==> src/rtl/alu_reservation_station_if.sv <==
// ---------------------------------------------------------------------------
// alu_reservation_station_if
//
// Purpose: bundles the dispatch, writeback-snoop and ALU-issue signals of the
// ALU reservation station so they travel as one port.
//
// Modports:
//   master : the surrounding pipeline (dispatch stage, writeback bus, ALU).
//            Drives disp_*, wb_*, fu_ready; observes disp_ready, the issue
//            bundle and count.
//   slave  : the reservation station itself (mirror of master).
//
// Signal summary:
//   disp_valid / disp_ready      dispatch handshake
//   disp_ALUOp .. disp_robn      dispatched instruction fields
//   wb_valid / wb_reg            writeback broadcast of a completed tag
//   fu_ready                     ALU can accept an issue this cycle
//   issue, ALUOp .. out_robn     registered issue bundle towards the ALU
//   count                        occupied station entries
// ---------------------------------------------------------------------------
interface alu_reservation_station_if #(
    parameter int REG_NUM    = 64,
    parameter int ALUOP_BITS = 3,
    parameter int SIZE       = 32,
    parameter int ROB_ROWS   = 16,
    parameter int RS_ROWS    = 8
);
    localparam int TAG_W = $clog2(REG_NUM);
    localparam int ROB_W = $clog2(ROB_ROWS);
    localparam int CNT_W = $clog2(RS_ROWS) + 1;

    // Dispatch side
    logic                  disp_valid;
    logic                  disp_ready;
    logic [ALUOP_BITS-1:0] disp_ALUOp;
    logic [TAG_W-1:0]      disp_src_reg1;
    logic [TAG_W-1:0]      disp_src_reg2;
    logic                  disp_src1_rdy;
    logic                  disp_src2_rdy;
    logic                  disp_use_imm;
    logic [SIZE-1:0]       disp_imm;
    logic [TAG_W-1:0]      disp_dest_reg1;
    logic [ROB_W-1:0]      disp_robn;

    // Writeback snoop
    logic                  wb_valid;
    logic [TAG_W-1:0]      wb_reg;

    // Issue side
    logic                  fu_ready;
    logic                  issue;
    logic [ALUOP_BITS-1:0] ALUOp;
    logic [TAG_W-1:0]      src_reg1;
    logic [TAG_W-1:0]      src_reg2;
    logic                  use_imm;
    logic [SIZE-1:0]       imm;
    logic [TAG_W-1:0]      dest_reg1;
    logic [ROB_W-1:0]      out_robn;
    logic [CNT_W-1:0]      count;

    modport master (
        output disp_valid, disp_ALUOp, disp_src_reg1, disp_src_reg2,
               disp_src1_rdy, disp_src2_rdy, disp_use_imm, disp_imm,
               disp_dest_reg1, disp_robn, wb_valid, wb_reg, fu_ready,
        input  disp_ready, issue, ALUOp, src_reg1, src_reg2, use_imm, imm,
               dest_reg1, out_robn, count
    );

    modport slave (
        input  disp_valid, disp_ALUOp, disp_src_reg1, disp_src_reg2,
               disp_src1_rdy, disp_src2_rdy, disp_use_imm, disp_imm,
               disp_dest_reg1, disp_robn, wb_valid, wb_reg, fu_ready,
        output disp_ready, issue, ALUOp, src_reg1, src_reg2, use_imm, imm,
               dest_reg1, out_robn, count
    );
endinterface

==> src/rtl/alu_reservation_station.sv <==
// ---------------------------------------------------------------------------
// alu_reservation_station
//
// Purpose: in-order-allocate, out-of-order-issue reservation station in front
// of the ALU. Entries are kept in a collapsing queue (index 0 = oldest). Each
// cycle the oldest entry whose two sources are ready is issued to the ALU
// (if fu_ready), and the entries above it shift down one place. Waiting
// entries snoop the writeback broadcast to set their ready bits.
//
// Ports:
//   clk  : clock, rising edge
//   rst  : synchronous active-high reset, clears every entry and the outputs
//   rs   : alu_reservation_station_if.slave (dispatch, writeback, issue)
//
// Build option:
//   RS_DISPATCH_BYPASS_EN - when defined, a writeback broadcast in the same
//   cycle as a dispatch also sets the matching ready bit of the entry being
//   written. When undefined, the dispatched ready bits are taken verbatim.
// ---------------------------------------------------------------------------
module alu_reservation_station #(
    parameter int REG_NUM    = 64,
    parameter int ALUOP_BITS = 3,
    parameter int SIZE       = 32,
    parameter int ROB_ROWS   = 16,
    parameter int RS_ROWS    = 8
) (
    input  logic                       clk,
    input  logic                       rst,
    alu_reservation_station_if.slave   rs
);
    localparam int TAG_W = $clog2(REG_NUM);
    localparam int ROB_W = $clog2(ROB_ROWS);
    localparam int IDX_W = $clog2(RS_ROWS);
    localparam int CNT_W = IDX_W + 1;

    // Fields that travel unchanged from dispatch to the issue bundle.
    typedef struct packed {
        logic [ALUOP_BITS-1:0] op;
        logic [TAG_W-1:0]      src1;
        logic [TAG_W-1:0]      src2;
        logic                  use_imm;
        logic [SIZE-1:0]       imm;
        logic [TAG_W-1:0]      dest;
        logic [ROB_W-1:0]      robn;
    } bundle_t;

    typedef struct packed {
        logic    valid;
        logic    r1;
        logic    r2;
        bundle_t b;
    } entry_t;

    entry_t           r_ent  [RS_ROWS];
    entry_t           w_next [RS_ROWS];
    logic [CNT_W-1:0] r_count;
    logic             r_issue;
    bundle_t          r_out;

    logic [RS_ROWS-1:0] w_rdy;
    logic               w_sel_found;
    logic [IDX_W-1:0]   w_sel_idx;
    logic               w_disp_ready;
    logic               w_do_disp;
    logic               w_do_issue;
    logic [CNT_W-1:0]   w_wpos;
    logic               w_byp1;
    logic               w_byp2;
    entry_t             w_new;

    // -----------------------------------------------------------------------
    // Handshake and write position
    // -----------------------------------------------------------------------
    // disp_ready deliberately ignores a same-cycle issue, so a full station
    // stalls dispatch for one cycle rather than chaining issue into ready.
    assign w_disp_ready = (r_count < CNT_W'(RS_ROWS));
    assign w_do_disp    = rs.disp_valid && w_disp_ready;
    assign w_do_issue   = rs.fu_ready && w_sel_found;
    // The queue is collapsed, so the first free slot is count; an issue at the
    // same edge removes one entry below it, pulling the slot down by one.
    assign w_wpos       = w_do_issue ? (r_count - CNT_W'(1)) : r_count;

`ifdef RS_DISPATCH_BYPASS_EN
    assign w_byp1 = rs.wb_valid && (rs.wb_reg == rs.disp_src_reg1);
    assign w_byp2 = rs.wb_valid && (rs.wb_reg == rs.disp_src_reg2);
`else
    assign w_byp1 = 1'b0;
    assign w_byp2 = 1'b0;
`endif

    always_comb begin
        w_new           = '0;
        w_new.valid     = 1'b1;
        w_new.r1        = rs.disp_src1_rdy | w_byp1;
        // An immediate operand never waits on src2.
        w_new.r2        = rs.disp_src2_rdy | rs.disp_use_imm | w_byp2;
        w_new.b.op      = rs.disp_ALUOp;
        w_new.b.src1    = rs.disp_src_reg1;
        w_new.b.src2    = rs.disp_src_reg2;
        w_new.b.use_imm = rs.disp_use_imm;
        w_new.b.imm     = rs.disp_imm;
        w_new.b.dest    = rs.disp_dest_reg1;
        w_new.b.robn    = rs.disp_robn;
    end

    // -----------------------------------------------------------------------
    // Oldest-ready selection from registered state only
    // -----------------------------------------------------------------------
    always_comb begin
        w_sel_found = 1'b0;
        w_sel_idx   = '0;
        // Walk from the top down so the lowest ready index is the last write.
        for (int i = RS_ROWS - 1; i >= 0; i--) begin
            if (w_rdy[i]) begin
                w_sel_found = 1'b1;
                w_sel_idx   = IDX_W'(i);
            end
        end
    end

    // -----------------------------------------------------------------------
    // Per-entry next state: collapse, wakeup, then dispatch write
    // -----------------------------------------------------------------------
    for (genvar gi = 0; gi < RS_ROWS; gi++) begin : g_ent
        localparam logic [IDX_W-1:0] IDX = IDX_W'(gi);
        localparam logic [CNT_W-1:0] POS = CNT_W'(gi);

        entry_t w_up;
        entry_t w_kept;

        if (gi < RS_ROWS - 1) begin : g_up
            assign w_up = r_ent[gi + 1];
        end else begin : g_top
            assign w_up = '0;
        end

        assign w_rdy[gi] = r_ent[gi].valid & r_ent[gi].r1 & r_ent[gi].r2;

        always_comb begin
            // Entries at or above the issued slot take their upper neighbour;
            // the issued entry itself disappears and never sees the wakeup.
            w_kept = (w_do_issue && (w_sel_idx <= IDX)) ? w_up : r_ent[gi];
            if (rs.wb_valid && w_kept.valid) begin
                if (w_kept.b.src1 == rs.wb_reg) begin
                    w_kept.r1 = 1'b1;
                end
                if (w_kept.b.src2 == rs.wb_reg) begin
                    w_kept.r2 = 1'b1;
                end
            end
        end

        assign w_next[gi] = (w_do_disp && (w_wpos == POS)) ? w_new : w_kept;
    end

    // -----------------------------------------------------------------------
    // State registers and issue bundle
    // -----------------------------------------------------------------------
    always_ff @(posedge clk) begin
        if (rst) begin
            for (int i = 0; i < RS_ROWS; i++) begin
                r_ent[i] <= '0;
            end
            r_count <= '0;
            r_issue <= 1'b0;
            r_out   <= '0;
        end else begin
            for (int i = 0; i < RS_ROWS; i++) begin
                r_ent[i] <= w_next[i];
            end
            case ({w_do_disp, w_do_issue})
                2'b10:   r_count <= r_count + CNT_W'(1);
                2'b01:   r_count <= r_count - CNT_W'(1);
                default: r_count <= r_count;
            endcase
            r_issue <= w_do_issue;
            // Bundle holds its last value when nothing issues.
            if (w_do_issue) begin
                r_out <= r_ent[w_sel_idx].b;
            end
        end
    end

    assign rs.disp_ready = w_disp_ready;
    assign rs.count      = r_count;
    assign rs.issue      = r_issue;
    assign rs.ALUOp      = r_out.op;
    assign rs.src_reg1   = r_out.src1;
    assign rs.src_reg2   = r_out.src2;
    assign rs.use_imm    = r_out.use_imm;
    assign rs.imm        = r_out.imm;
    assign rs.dest_reg1  = r_out.dest;
    assign rs.out_robn   = r_out.robn;

endmodule

==> src/flat_wrapper.sv <==
// flat-port wrapper written by rule: the top's interface ports become plain ports
module alu_reservation_station_flat 
#(
    parameter int REG_NUM    = 64,
    parameter int ALUOP_BITS = 3,
    parameter int SIZE       = 32,
    parameter int ROB_ROWS   = 16,
    parameter int RS_ROWS    = 8
)
  (clk, rst, rs_disp_valid, rs_disp_ALUOp, rs_disp_src_reg1, rs_disp_src_reg2, rs_disp_src1_rdy, rs_disp_src2_rdy, rs_disp_use_imm, rs_disp_imm, rs_disp_dest_reg1, rs_disp_robn, rs_wb_valid, rs_wb_reg, rs_fu_ready, rs_disp_ready, rs_issue, rs_ALUOp, rs_src_reg1, rs_src_reg2, rs_use_imm, rs_imm, rs_dest_reg1, rs_out_robn, rs_count);
  alu_reservation_station_if #(.REG_NUM(REG_NUM), .ALUOP_BITS(ALUOP_BITS), .SIZE(SIZE), .ROB_ROWS(ROB_ROWS), .RS_ROWS(RS_ROWS)) rs_i ();
  input  logic clk;
  input  logic rst;
  input wire logic [$bits(rs_i.disp_valid)-1:0] rs_disp_valid;
  input wire logic [$bits(rs_i.disp_ALUOp)-1:0] rs_disp_ALUOp;
  input wire logic [$bits(rs_i.disp_src_reg1)-1:0] rs_disp_src_reg1;
  input wire logic [$bits(rs_i.disp_src_reg2)-1:0] rs_disp_src_reg2;
  input wire logic [$bits(rs_i.disp_src1_rdy)-1:0] rs_disp_src1_rdy;
  input wire logic [$bits(rs_i.disp_src2_rdy)-1:0] rs_disp_src2_rdy;
  input wire logic [$bits(rs_i.disp_use_imm)-1:0] rs_disp_use_imm;
  input wire logic [$bits(rs_i.disp_imm)-1:0] rs_disp_imm;
  input wire logic [$bits(rs_i.disp_dest_reg1)-1:0] rs_disp_dest_reg1;
  input wire logic [$bits(rs_i.disp_robn)-1:0] rs_disp_robn;
  input wire logic [$bits(rs_i.wb_valid)-1:0] rs_wb_valid;
  input wire logic [$bits(rs_i.wb_reg)-1:0] rs_wb_reg;
  input wire logic [$bits(rs_i.fu_ready)-1:0] rs_fu_ready;
  output wire logic [$bits(rs_i.disp_ready)-1:0] rs_disp_ready;
  output wire logic [$bits(rs_i.issue)-1:0] rs_issue;
  output wire logic [$bits(rs_i.ALUOp)-1:0] rs_ALUOp;
  output wire logic [$bits(rs_i.src_reg1)-1:0] rs_src_reg1;
  output wire logic [$bits(rs_i.src_reg2)-1:0] rs_src_reg2;
  output wire logic [$bits(rs_i.use_imm)-1:0] rs_use_imm;
  output wire logic [$bits(rs_i.imm)-1:0] rs_imm;
  output wire logic [$bits(rs_i.dest_reg1)-1:0] rs_dest_reg1;
  output wire logic [$bits(rs_i.out_robn)-1:0] rs_out_robn;
  output wire logic [$bits(rs_i.count)-1:0] rs_count;
  assign rs_i.disp_valid = rs_disp_valid;
  assign rs_i.disp_ALUOp = rs_disp_ALUOp;
  assign rs_i.disp_src_reg1 = rs_disp_src_reg1;
  assign rs_i.disp_src_reg2 = rs_disp_src_reg2;
  assign rs_i.disp_src1_rdy = rs_disp_src1_rdy;
  assign rs_i.disp_src2_rdy = rs_disp_src2_rdy;
  assign rs_i.disp_use_imm = rs_disp_use_imm;
  assign rs_i.disp_imm = rs_disp_imm;
  assign rs_i.disp_dest_reg1 = rs_disp_dest_reg1;
  assign rs_i.disp_robn = rs_disp_robn;
  assign rs_i.wb_valid = rs_wb_valid;
  assign rs_i.wb_reg = rs_wb_reg;
  assign rs_i.fu_ready = rs_fu_ready;
  assign rs_disp_ready = rs_i.disp_ready;
  assign rs_issue = rs_i.issue;
  assign rs_ALUOp = rs_i.ALUOp;
  assign rs_src_reg1 = rs_i.src_reg1;
  assign rs_src_reg2 = rs_i.src_reg2;
  assign rs_use_imm = rs_i.use_imm;
  assign rs_imm = rs_i.imm;
  assign rs_dest_reg1 = rs_i.dest_reg1;
  assign rs_out_robn = rs_i.out_robn;
  assign rs_count = rs_i.count;
  alu_reservation_station #(.REG_NUM(REG_NUM), .ALUOP_BITS(ALUOP_BITS), .SIZE(SIZE), .ROB_ROWS(ROB_ROWS), .RS_ROWS(RS_ROWS)) u_core (.clk(clk), .rst(rst), .rs(rs_i));
endmodule
==> config.mk <==
export PLATFORM = sky130hd
export DESIGN_NAME = alu_reservation_station_flat
export DESIGN_NICKNAME = d
export VERILOG_FILES = /design/src/rtl/alu_reservation_station_if.sv /design/src/rtl/alu_reservation_station.sv /design/src/flat_wrapper.sv
export SDC_FILE = /design/constraint.sdc
export NUM_CORES = 1
export LEC_CHECK = 0
export CAP_MARGIN = 0
export CORE_UTILIZATION = 35
export CTS_BUF_LIST = sky130_fd_sc_hd__clkbuf_2
export DETAILED_ROUTE_END_ITERATION = 10
export SLEW_MARGIN = 10
export SYNTH_ARGS = -nofsm -noshare
export SYNTH_HDL_FRONTEND = slang
export SYNTH_SLANG_ARGS = --single-unit
==> constraint.sdc <==
create_clock -name clk -period 3.1 [get_ports clk]
set_input_delay 0.93 -clock clk [delete_from_list [all_inputs] [get_ports clk]]
set_output_delay 0.93 -clock clk [all_outputs]
set_load 0.01 [all_outputs]
==> flow_summary_export.csv, run 1 <==
group,metric,value,unit
sta,rsz0062_at_grt,"yes",
sta,layout_min_cycle_time,2.97,ns
clock_tree,htreeDepth,4,
yosys,muxShareOfSynthArea,15.0,%
final_layout,multiInputGateArea,16000,um^2
route,ant_nets,0,
critical_path,crit_chain,"clkdlybuf4s15_1",
yosys,synth-simple-area-share,17.7,%
sta,hold_ws,0.327,ns
sta,slew_headroom,34.5,%
yosys,synth-seq-cells,551,
floorplan,core_area,80700,um^2
yosys,synth_top_cell_area_share,38.6,%
outcome,violations,"DRC",
critical_path,cp_num_buf_inv,1,
power,sequentialPowerShare,52.1,%
placed_design,dpl_worst_slack,0.0178,ns
yosys,synthTopCellsByArea,"dfxtp_1 39%, mux2i_1 7.7%, a311oi_1 6.7%",
yosys,synth_top_cell_by_area,"dfxtp_1",
power,swShare,30.1,%
sta,post-route-period-util,95.8,%
sta,setup_ws,0.131,ns
final_layout,fill_cells,8163,
route,wirelength,101000,um
power,ir_drop,231,uV
route,drtIter0Drc,2220,
sta,max_slew.worst_pin.slew,0.977,ns
grt,grt_max_degree,83,
placed_design,portBuffers,134,
route,drc_errors,16,
sta,maxSlewViolCount,0,
final_layout,syn_to_final_growth,15.3,%
route,via_per_inst,5.81,
sta,skew,0.119,ns
yosys,netlist_top_cells_count,"551 x dfxtp_1, 507 x nand2_1, 448 x nor2_1",
yosys,ys.flop_type,"dfxtp_1",
yosys,yosysWarningCount,0,
final_layout,nets,3495,
grt,grt_usage,24.0,%
yosys,syn_area_per_cell,8.50,um^2
clock_tree,root_buffer,"clkbuf_2",
critical_path,critPathArrivalTime,2.04,ns
critical_path,cp-start-kind,"flip-flop",
critical_path,worstSetupPathType,"flip-flop to output pin",
clock_tree,insertion_delay,1.38,ns
floorplan,num_rows,104,
floorplan,die_area,82800,um^2
yosys,synthAdderAreaFrac,0.131,%
floorplan,fp.dieW,288,um
yosys,netlist_area,28600,um^2
final_layout,layout-drive-gt1-share,16.5,%
flow_run,drv_cap,0,
power,power.leakage,13.0,nW
clock_tree,clock_tree.buffer_depth,3,
hold_path,hold_path.class,"primary input to flip-flop",
clock_tree,cts-buffers-inserted,151,
clock_tree,cts_tree,"yes",
grt,antenna_found_initial,4,
yosys,ys_async_sr_fraction,0,%
floorplan,initial_core_util,35.4,%
yosys,synth_top_family_by_area,"compound AO/OA/AOI/OAI gates",
yosys,syn_inst,3364,
critical_path,crit_family,"flip-flops",
floorplan,io_pins,135,
sta,timing.fmax,337,MHz
final_layout,stdcell_area,33000,um^2
yosys,post-synth-top-count-cell,"dfxtp_1",
grt,grt-ovfl-total,0,
yosys,synth_fp_nets,3438,
clock_tree,clkSlewWorstSetupHoldPaths,0.11,ns
yosys,synth_enable_flop_cells,0,
power,powerDensity,438,nW/um^2
route,firstDrtPassIters,11,
critical_path,crit_slowest_cell,"dfxtp_2",
critical_path,worst_path_largest_cell_delay,0.40,ns
sta,setup_viol,0,
placed_design,gp_congestion,0.862,
route,vias,26600,
yosys,synth-xor-area-share,3.12,%
critical_path,path_max_fanout,2,
route,routedWlPerCell,22.0,um
grt,grt_pass1_wl,155000,um
critical_path,cp-end-kind,"output pin",
placed_design,dp_hpwl,62400,um
power,p_switching,4.35,mW
power,power_frac_comb,10.4,%
final_layout,seq_area,11100,um^2
sta,hold_viol,0,
yosys,synth_cell_types,64,
clock_tree,clock_sinks,551,
yosys,ys_seq_area_share,38.6,%
outcome,outcome,"complete, but fails checks",
critical_path,required,2.17,ns
power,p_int,10.1,mW
floorplan,die_h,288,um
yosys,synth_compound_area_share,19.2,%
placed_design,placement.cell_area,31600,um^2
grt,grt_pass1_vias,25600,
power,clock_power_share,37.5,%
==> registers in the layout, indices dropped and copies added, names as in the netlist, 3 cells and up <==
signal and flops:
u_core.rs.dest_reg1 6, u_core.rs.ALUOp 3, u_core.rs.count 4, u_core.r_ent 488, u_core.rs.src_reg1 6, u_core.rs.src_reg2 6
u_core.rs.out_robn 4, u_core.rs.imm 32
==> final timing paths <==
check | cells past startpoint | end | start | slack [ns]
setup / recovery | 1 | rs_ALUOp[0] | u_core.rs.ALUOp[0] | 0.13
hold / removal | 4 | u_core.r_ent[7][42] | rs_disp_use_imm | 0.33
setup reg to reg | 7 | u_core.r_ent[3][58] | u_core.r_ent[1][58] | 0.20
hold reg to reg | 2 | u_core.r_ent[3][0] | u_core.r_ent[4][0] | 0.43
==> power by group through the flow <==
stage / clock, mW / sequential (mW) / combinational, mW
finish: 5.42 / 7.52 / 1.50
CTS: 5.56 / 7.51 / 1.49
global route: 5.93 / 7.55 / 1.62
detailed placement: 0 / 7.68 / 1.48
global placement: 0 / 7.68 / 1.46
floorplan: 0 / 7.62 / 0.979
==> stage by stage <==
| stage | setup TNS [ns] | cells | utilization (%) | power (mW) |
|---|---|---|---|---|
| floorplan | 0 | 3364 | - | 8.60 |
| global placement | 0 | 4325 | 39.2 | 9.14 |
| detailed placement | 0 | 4325 | 39.2 | 9.15 |
| CTS | 0 | 4585 | 40.8 | 14.6 |
| global route | -0.0476 | 4586 | 40.9 | 15.1 |
| finish | 0 | 4586 | 40.9 | 14.4 |
==> layer usage <==
layer | track usage (%) | vias up | wire, um
met5 | 0 | - | 30
met2 | 38.8 | 957 | 47000
li1 | - | 12400 | -
met1 | 31.5 | 13100 | 44500
met3 | 4.64 | 179 | 6800
met4 | 8.73 | 6 | 2430
==> logic make-up (layout without fill, tap and decap cells) <==
| family | after synthesis | in the layout |
|---|---|---|
| DFF | 551 | 551 |
| other | 0 | 1 |
| adders and majority gates | 3 | 3 |
| muxes | 347 | 347 |
| buffers and inverters | 406 | 567 |
| AOI/OAI and AO/OA | 740 | 740 |
| xor gates and xnor gates | 102 | 102 |
| and+or+nand+nor | 1215 | 1215 |
==> cells in the final DEF (no fill, tap or decap), types with 18 or more instances in the layout <==
| master | n |
|---|---|
| a211oi_1 | 205 |
| a21oi_1 | 85 |
| a22oi_1 | 53 |
| a311oi_1 | 220 |
| a31oi_1 | 105 |
| and3_1 | 56 |
| buf_12 | 52 |
| buf_4 | 104 |
| clkbuf_2 | 224 |
| clkdlybuf4s50_1 | 68 |
| clkinv_1 | 23 |
| dfxtp_1 | 531 |
| dlygate4sd2_1 | 50 |
| mux2_2 | 69 |
| mux2i_1 | 220 |
| mux4_2 | 58 |
| nand2_1 | 505 |
| nand3_1 | 130 |
| nand4_1 | 18 |
| nor2_1 | 445 |
| xnor2_1 | 78 |
| xor2_1 | 24 |
==> final cells by class <==
cell class                      instances  share of cell area [%]
Tap cell                             1060                    4.02
Timing Repair Buffer                  292                    9.46
Antenna cell                            1                 0.00759
Clock buffer                          224                    3.40
Multi-Input combinational cell       2407                    48.6
Clock inverter                         33                   0.694
Inverter                               18                   0.220
Sequential cell                       551                    33.6
==> timing repair <==
action                                  4_1_cts  5_1_grt
hold buffers                                  2        0
cloned                                        0        0
endpoints found under the hold margin        41        0
resized for setup                           124        2
setup buffers                                 1        0
endpoints found under the setup margin       64       11
Note: power is estimated with default switching activity, not from simulation.
==> run 2, diff against run 1 <==
--- a/config.mk
+++ b/config.mk
@@ -5,10 +5,12 @@
 export SDC_FILE = /design/constraint.sdc
 export NUM_CORES = 1
 export LEC_CHECK = 0
+export ABC_CLOCK_PERIOD_IN_PS = 3100
 export CAP_MARGIN = 0
 export CORE_UTILIZATION = 35
 export CTS_BUF_LIST = sky130_fd_sc_hd__clkbuf_2
 export DETAILED_ROUTE_END_ITERATION = 10
+export RECOVER_POWER = 100
 export SLEW_MARGIN = 10
 export SYNTH_ARGS = -nofsm -noshare
 export SYNTH_HDL_FRONTEND = slang
==> flow_summary_export.csv, run 2 (synthesized netlist as in run 1, its figures left out) <==
group,metric,value,unit
route,via_per_inst,5.81,
power,p_switching,4.34,mW
outcome,outcome,"complete, but fails checks",
critical_path,critPathArrivalTime,4.18,ns
grt,grt_usage,24.0,%
clock_tree,htreeDepth,4,
placed_design,dpl_worst_slack,0.0178,ns
sta,slew_headroom,7.44,%
grt,grt_max_degree,83,
clock_tree,clock_sinks,551,
route,vias,26600,
clock_tree,cts-buffers-inserted,151,
placed_design,gp_congestion,0.862,
final_layout,largest_reg_flops,488,
floorplan,fp.dieW,288,um
sta,max_slew.worst_pin.slew,1.39,ns
power,ir_drop,229,uV
clock_tree,clkSlewWorstSetupHoldPaths,0.11,ns
sta,setup_viol,0,
power,power.leakage,13.0,nW
placed_design,placement.cell_area,31600,um^2
grt,grt-ovfl-total,0,
grt,grt_pass1_wl,155000,um
critical_path,path_max_fanout,41,
power,p_int,10.1,mW
final_layout,layout-drive-gt1-share,16.1,%
critical_path,worst_path_largest_cell_delay,0.84,ns
route,drtIter0Drc,2226,
floorplan,io_pins,135,
power,powerDensity,440,nW/um^2
final_layout,seq_area,11100,um^2
sta,post-route-period-util,97.9,%
final_layout,stdcell_area,32700,um^2
route,routedWlPerCell,21.9,um
power,swShare,30.1,%
sta,maxSlewViolCount,0,
critical_path,crit_slowest_cell,"o41ai_4",
sta,hold_viol,0,
power,sequentialPowerShare,52.2,%
critical_path,crit_chain,"and3_1 > o41ai_4 > buf_12 > nor2_4 > clkbuf_4 > a22oi_1 > a31oi_1",
route,firstDrtPassIters,9,
final_layout,multiInputGateArea,16000,um^2
sta,timing.fmax,329,MHz
critical_path,required,4.24,ns
sta,rsz0062_at_grt,"yes",
sta,layout_min_cycle_time,3.04,ns
floorplan,die_area,82800,um^2
clock_tree,clock_tree.buffer_depth,3,
final_layout,regMostFlops,"u_core.r_ent",
outcome,violations,"DRC",
placed_design,dp_hpwl,62400,um
hold_path,hold_path.class,"primary input to flip-flop",
final_layout,nets,3495,
route,wirelength,101000,um
clock_tree,root_buffer,"clkbuf_2",
clock_tree,insertion_delay,1.37,ns
floorplan,die_h,288,um
power,clock_power_share,37.6,%
flow_run,drv_cap,0,
floorplan,initial_core_util,35.4,%
clock_tree,cts_tree,"yes",
critical_path,cp-end-kind,"flip-flop",
final_layout,final_cell_mix,"539 x dfxtp_1, 505 x nand2_1, 445 x nor2_1",
route,ant_nets,0,
final_layout,syn_to_final_growth,14.5,%
sta,skew,0.116,ns
power,power_frac_comb,10.2,%
route,drc_errors,16,
grt,antenna_found_initial,4,
floorplan,core_area,80700,um^2
grt,grt_pass1_vias,25600,
critical_path,worstSetupPathType,"flip-flop to flip-flop",
placed_design,portBuffers,134,
critical_path,cp-start-kind,"flip-flop",
final_layout,final_common_cell,"dfxtp_1",
floorplan,num_rows,104,
sta,setup_ws,0.0637,ns
final_layout,fill_cells,8212,
-- run 2: cell type report --
cell class | count | area share [%]
well taps | 1060 | 4.05
clock inverters | 33 | 0.700
repair buffers | 292 | 8.95
inverters | 18 | 0.222
flip-flops and latches | 551 | 33.8
clock buffers | 224 | 3.43
diodes | 1 | 0.00765
multi-input cells | 2407 | 48.9
-- run 2: critical path, delay by kind of cell (launching register included) --
kind	cells	cell delay, ns
AO/OA/AOI/OAI	3	1.24
buffers and inverters	2	0.80
flip-flops	1	0.36
AND/OR/NAND/NOR	2	0.36
-- run 2: through the flow --
| stage | total power [mW] | setup TNS (ns) | std cells | util (%) | hold WS [ns] |
|---|---|---|---|---|---|
| after floorplan | 8.60 | 0 | 3364 | - | 0.454 |
| after CTS | 14.6 | 0 | 4585 | 40.8 | 0.157 |
| after global placement | 9.14 | 0 | 4325 | 39.2 | 0.464 |
| final | 14.4 | 0 | 4586 | 40.6 | 0.311 |
| after global routing | 15.1 | -0.353 | 4586 | 40.6 | 0.285 |
| after detailed placement | 9.15 | 0 | 4325 | 39.2 | 0.467 |
-- run 2: what timing repair did --
item | 4_1_cts | 5_1_grt
endpoints found under the hold margin | 41 | 0
cloned | 0 | 0
hold buffers | 2 | 0
setup buffers | 1 | 0
resized for setup | 124 | 2
setup endpoints to repair | 64 | 11
-- run 2: routing by layer --
layer	up-vias	part of all wire [%]	global-route usage [%]
met5	-	0.030	0
met4	6	2.4	8.73
met3	178	6.8	4.64
met2	996	46	38.8
met1	13000	44	31.5
li1	12400	-	-
-- run 2: power groups by stage --
stage | registers, mW | clock network [mW] | logic (mW)
floorplan | 7.62 | 0 | 0.979
global placement | 7.68 | 0 | 1.46
detailed placement | 7.68 | 0 | 1.48
CTS | 7.51 | 5.56 | 1.49
global route | 7.55 | 5.93 | 1.60
finish | 7.52 | 5.42 | 1.47
-- run 2: worst paths after layout --
check / startpoint / to / slack, ns / cells past startpoint
worst max-delay path: u_core.r_ent[1][58] / u_core.rs.imm[11] / 0.06 / 7
worst min-delay path: rs_disp_use_imm / u_core.r_ent[7][42] / 0.31 / 4
worst max register to register: u_core.r_ent[1][58] / u_core.rs.imm[11] / 0.06 / 7
worst min register to register: u_core.r_ent[4][0] / u_core.r_ent[3][0] / 0.43 / 2
